[config.mk]
export PLATFORM = sky130hd
export DESIGN_NAME = lsu
export DESIGN_NICKNAME = d
export VERILOG_FILES = /design/src/rtl/lsu.sv
export SDC_FILE = /design/constraint.sdc
export NUM_CORES = 1
export LEC_CHECK = 0
export BUFFER_PORTS_ARGS = -buffer_cell sky130_fd_sc_hd__buf_4
export CAP_MARGIN = 30
export CORE_MARGIN = 5
export CORE_UTILIZATION = 46
export CTS_BUF_LIST = sky130_fd_sc_hd__clkbuf_8
export DETAILED_ROUTE_END_ITERATION = 16
export PLACE_DENSITY = 0.75
export SYNTH_ARGS = -nofsm -noshare
export SYNTH_HDL_FRONTEND = slang
export SYNTH_SLANG_ARGS = --single-unit
[constraint.sdc]
create_clock -name i_clk -period 1.7 [get_ports i_clk]
set_input_delay 0.34 -clock i_clk [delete_from_list [all_inputs] [get_ports i_clk]]
set_output_delay 0.34 -clock i_clk [all_outputs]
set_load 0.01 [all_outputs]
[src/rtl/lsu.sv]
// Load/store unit: one memory transaction per accepted request over a req/ack bus,
// returning extended load data or an error code with a single-cycle done pulse.
module lsu #(
    parameter int TIMEOUT = 255
) (
    input  logic        i_clk,
    input  logic        i_rst,
    input  logic        i_valid,
    output logic        o_ready,
    input  logic        i_we,
    input  logic [2:0]  i_funct3,
    input  logic [31:0] i_addr,
    input  logic [31:0] i_wdata,
    output logic        o_done,
    output logic [31:0] o_rdata,
    output logic [1:0]  o_err,
    output logic        o_mem_req,
    output logic        o_mem_we,
    output logic [31:0] o_mem_addr,
    output logic [3:0]  o_mem_be,
    output logic [31:0] o_mem_wdata,
    input  logic        i_mem_ack,
    input  logic [31:0] i_mem_rdata
);

    // state | meaning
    // IDLE  | ready for a request
    // REQ   | bus request outstanding, waiting for ack or timeout
    // DONE  | o_done pulse with o_rdata/o_err valid
    typedef enum logic [1:0] {IDLE, REQ, DONE} state_t;

    localparam int CW = (TIMEOUT < 2) ? 1 : $clog2(TIMEOUT + 1);
    localparam logic [CW-1:0] CNT_LAST = (TIMEOUT == 0) ? '0 : CW'(TIMEOUT - 1);

    localparam logic [1:0] ERR_OK    = 2'd0;
    localparam logic [1:0] ERR_ALIGN = 2'd1;
    localparam logic [1:0] ERR_F3    = 2'd2;
    localparam logic [1:0] ERR_TMO   = 2'd3;

    state_t         state_q, state_d;
    logic           we_q;
    logic [2:0]     f3_q;
    logic [31:0]    addr_q;
    logic [31:0]    wdata_q;
    logic [CW-1:0]  cnt_q, cnt_d;
    logic [31:0]    rdata_q, rdata_d;
    logic [1:0]     err_q, err_d;
    logic           done_q, done_d;

    logic           illegal;
    logic           misaligned;
    logic           accept;
    logic           in_req;
    logic [7:0]     byte_v;
    logic [15:0]    half_v;
    logic [31:0]    load_ext;

    assign accept = (state_q == IDLE) && i_valid;
    assign in_req = (state_q == REQ);

    always_comb begin
        illegal = 1'b0;
        if (i_we)
            illegal = (i_funct3 >= 3'd3);
        else
            illegal = (i_funct3 == 3'd3) || (i_funct3 == 3'd6) || (i_funct3 == 3'd7);
        misaligned = ((i_funct3[1:0] == 2'd1) && i_addr[0])
                  || ((i_funct3[1:0] == 2'd2) && (i_addr[1:0] != 2'b00));
    end

    always_comb begin
        byte_v = 8'h00;
        case (addr_q[1:0])
            2'd0:    byte_v = i_mem_rdata[7:0];
            2'd1:    byte_v = i_mem_rdata[15:8];
            2'd2:    byte_v = i_mem_rdata[23:16];
            default: byte_v = i_mem_rdata[31:24];
        endcase
        half_v = addr_q[1] ? i_mem_rdata[31:16] : i_mem_rdata[15:0];
        load_ext = 32'h0;
        case (f3_q)
            3'd0:    load_ext = {{24{byte_v[7]}}, byte_v};
            3'd1:    load_ext = {{16{half_v[15]}}, half_v};
            3'd2:    load_ext = i_mem_rdata;
            3'd4:    load_ext = {24'h0, byte_v};
            3'd5:    load_ext = {16'h0, half_v};
            default: load_ext = 32'h0;
        endcase
    end

    always_comb begin
        state_d = state_q;
        cnt_d   = cnt_q;
        rdata_d = rdata_q;
        err_d   = err_q;
        done_d  = 1'b0;
        case (state_q)
            IDLE: begin
                if (i_valid) begin
                    cnt_d = '0;
                    if (illegal) begin
                        state_d = DONE;
                        done_d  = 1'b1;
                        err_d   = ERR_F3;
                        rdata_d = 32'h0;
                    end else if (misaligned) begin
                        state_d = DONE;
                        done_d  = 1'b1;
                        err_d   = ERR_ALIGN;
                        rdata_d = 32'h0;
                    end else begin
                        state_d = REQ;
                    end
                end
            end
            REQ: begin
                // an ack on the terminal timeout cycle still completes normally
                if (i_mem_ack) begin
                    state_d = DONE;
                    done_d  = 1'b1;
                    err_d   = ERR_OK;
                    rdata_d = we_q ? 32'h0 : load_ext;
                end else if ((TIMEOUT != 0) && (cnt_q == CNT_LAST)) begin
                    state_d = DONE;
                    done_d  = 1'b1;
                    err_d   = ERR_TMO;
                    rdata_d = 32'h0;
                end else begin
                    cnt_d = cnt_q + CW'(1);
                end
            end
            DONE: begin
                state_d = IDLE;
            end
            default: begin
                state_d = IDLE;
            end
        endcase
    end

    always_ff @(posedge i_clk) begin
        if (i_rst) begin
            state_q <= IDLE;
            cnt_q   <= '0;
            rdata_q <= 32'h0;
            err_q   <= 2'd0;
            done_q  <= 1'b0;
        end else begin
            state_q <= state_d;
            cnt_q   <= cnt_d;
            rdata_q <= rdata_d;
            err_q   <= err_d;
            done_q  <= done_d;
        end
    end

    always_ff @(posedge i_clk) begin
        if (i_rst) begin
            we_q    <= 1'b0;
            f3_q    <= 3'd0;
            addr_q  <= 32'h0;
            wdata_q <= 32'h0;
        end else if (accept) begin
            we_q    <= i_we;
            f3_q    <= i_funct3;
            addr_q  <= i_addr;
            wdata_q <= i_wdata;
        end
    end

    // bus outputs come straight from the latched request, so they stay stable through REQ
    always_comb begin
        o_mem_be    = 4'b0000;
        o_mem_wdata = 32'h0;
        if (in_req) begin
            case (f3_q[1:0])
                2'd0:    o_mem_be = 4'b0001 << addr_q[1:0];
                2'd1:    o_mem_be = 4'b0011 << addr_q[1:0];
                default: o_mem_be = 4'b1111;
            endcase
            if (we_q) begin
                case (f3_q[1:0])
                    2'd0:    o_mem_wdata = {4{wdata_q[7:0]}};
                    2'd1:    o_mem_wdata = {2{wdata_q[15:0]}};
                    default: o_mem_wdata = wdata_q;
                endcase
            end
        end
    end

    assign o_mem_req  = in_req;
    assign o_mem_we   = in_req & we_q;
    assign o_mem_addr = in_req ? {addr_q[31:2], 2'b00} : 32'h0;
    assign o_ready    = (state_q == IDLE);
    assign o_done     = done_q;
    assign o_rdata    = rdata_q;
    assign o_err      = err_q;

endmodule

==> reports/qor.txt <==
Yosys cell types: 56
Min Tclk post-route: 1.97 ns
Placed cell areas: 7670 sq um
Clock skew: 0.00793 ns
CTS Buf Count: 17
Max VDD drop: 0.000603 V
Slew @ Worst Pin: 0.784 ns
Reg2reg path depth: 8
LEAKAGE: 4.00 nW
Detailed Routing Iterations Pass 1: 6
Largest net degree at the start of global routing: 46
Antenna violations before repair: 0
Placed instance count: 1092
Register area share after synthesis: 39.7%
Async set or reset register ratio after synthesis: 0%
Critical path arrival: 1.63 ns
Vias: 6849
Flop and latch count out of synthesis: 113
Top cells by area, synth: dfxtp_1 (40%), nand2_1 (11%), a21oi_1 (8.1%), mux2i_1 (4.6%), and2_1 (3.4%)
Final Core Density: 80.8%
Ant diodes: 0
Hold_buf cts: 0
WL/cell: 21.2 um
Clock Tree Root: clkbuf_8
Hold Fails Final Rpt: 0
Reg2Reg Setup Slack: -0.23 ns
Layout area overhead: 71.0%
Fin cells: 1172
Top_reg_cell synth: dfxtp_1
Nets: 1099
Synth top cells by count: nand2_1 (173), dfxtp_1 (113), a21oi_1 (92), inv_1 (40), clkbuf_1 (38)
Rel. slew slack: 47.7%
Syn Area/Cell: 7.81 sq um
Clk buf depth: 2
Count leader, synth: nand2_1
Mapped Area: 5700 sq um
Fin. max-slew vios: 0
Worst setup EP type: output port
Initial Util: 47.3%
Power Dens Cells: 743 nW/um^2
Crit path required time: 1.36 ns
Starting DRT DRC Count: 886
Maximum achievable frequency: 506 MHz
Clk Latency, worst-skew pair: 0.45 ns
Synth warn: 0
Vias in the first global route: 5962
Die H: 121 um
RSZ-0062 raised after global routing: yes
Failing checks: setup timing
Post-synth top area share: 39.7%
Final hold slack: 0.130 ns
Finished Cell Area: 9750 sq um
Startpoint Class: flop
RR Endpoint: o_rdata[11]
Share of layout cells above drive strength 1: 49.2%
Worst Setup EP: o_mem_wdata[29]
Status: finished with violations
Reg clk slew, reported paths: 0.07 ns
Floorplan row count: 40
Sink Count: 113
Crit Path Class: flop to output port
TNS Setup: -17.36 ns
Top cell type by total area after synthesis: dfxtp_1
Mapped Cells: 730
Std-Cell Core Area: 12100 sq um
Port buffer count: 207
CP Launch Point: f3_q[0]
Die area: 14700 sq um
I/O pin count: 210
Routability cong.: 0.928
H-tree levels: 4
Maximum Capacitance Violations: 0
Crit Reg-Reg Startpoint: state_q[1]
DR vias/cell: 5.84
Post-route DRC violation count: 0
Crit path max fanout: 8
Final worst slack: -0.274 ns
Post-route ant nets: 0
DRT Wirelength: 24900 um
Global-route wire length before repair: 30600 um
Die width: 121 um
Global Route Usage Sum: 26.1%
CTS tree: yes
GR Overflow Total: 0
Part of the cycle the worst path needs: 116%
DPL Wire Length: 13400 um
EDFF count, synth: 0
Final Setup Violations: 98
Hold WC Path Type: primary input to flop
[cells by family after synthesis]
group                    after synthesis  share of synthesized area, %
AO/OA/AOI/OAI                        193                          23.7
multiplexers                          33                          5.95
other                                  1                        0.0658
flip-flops                           113                          39.7
buffers and inverters                102                          7.44
XOR/XNOR                               5                         0.768
AND/OR/NAND/NOR                      281                          22.0
adder cells (fa/ha/maj)                2                         0.439
[state kept, by name, indices dropped and copies added (netlist names)]
name / cells
wdata_q: 32
o_rdata: 32
we_q: 1
addr_q: 32
o_err: 2
state_q: 2
f3_q: 3
cnt_q: 8
o_done: 1
[layer usage]
| layer | vias to the layer above | GRT usage [%] | wire (um) |
|---|---|---|---|
| met5 | - | 0 | 0 |
| met4 | 0 | 11.5 | 1330 |
| met3 | 133 | 9.37 | 2730 |
| met2 | 494 | 40.4 | 11900 |
| met1 | 3192 | 32.7 | 8990 |
| li1 | 3030 | - | - |
[worst max-delay path, stage by stage (launching register included)]
cell	delay, ns
dfxtp_4	0.39
buf_8	0.15
mux2i_1	0.21
nor2_1	0.08
a21oi_1	0.14
nor2_1	0.07
buf_4	0.14
[power breakdown]
| group | leakage, nW | internal [mW] | switching, mW |
|---|---|---|---|
| registers | 0.927 | 2.78 | 0.127 |
| clock network | 0.216 | 1.50 | 1.09 |
| logic | 2.86 | 0.831 | 0.917 |
[worst min-delay path by stage]
stage               start          to  slack [ns]  depth (start not counted)
4_1_cts        i_wdata[5]  wdata_q[5]        0.12                          3
6_report       i_wdata[9]  wdata_q[9]        0.13                          3
2_1_floorplan  addr_q[10]  addr_q[10]        0.43                          2
3_3_place_gp   addr_q[28]  addr_q[28]        0.44                          2
5_1_grt        i_addr[22]  addr_q[22]        0.12                          3
3_5_place_dp   addr_q[27]  addr_q[27]        0.44                          2
[final cells by class]
cell class                      instances  area (sq um)
Tap cell                              168           210
Inverter                               40           168
Multi-Input combinational cell        516          3750
Fill cell                             724          2310
Timing Repair Buffer                  305          2940
Clock buffer                           23           317
Sequential cell                       113          2280
Clock inverter                          7          82.6
[cell usage in the layout (no fill, tap or decap), drive strengths merged, types with 2 or more instances in the layout]
cell type and instances:
a211oi 4, a21o 10, a21oi 93, a221oi 8
a22oi 17, and2 31, and3 10, and4 3
buf 296, bufinv 2, clkbuf 31, clkinv 4
conb 2, dfxtp 113, ha 2, inv 41
mux2 7, mux2i 26, nand2 173, nand2b 2
nand3 5, nand4 3, nor2 37, nor3 3
nor3b 3, o211ai 8, o21ai 13, o311ai 7
o32ai 25, or2 2, or3 2, xnor2 3
xor2 2
[through the flow]
| step | setup slack [ns] | power (mW) |
|---|---|---|
| global placement | -0.0441 | 4.13 |
| floorplan | 0.0172 | 3.60 |
| detailed placement | -0.0773 | 4.14 |
| finish | -0.274 | 7.25 |
| global route | -0.365 | 7.49 |
| CTS | -0.197 | 6.85 |
[what timing repair did]
action                     4_1_cts  5_1_grt
setup buffers                   18       19
resized for setup               63      211
pin swaps                        9       50
gates cloned                     4       12
setup endpoints to repair       87      104
hold endpoints to repair         0        0
Note: power is estimated with default switching activity, not from simulation.
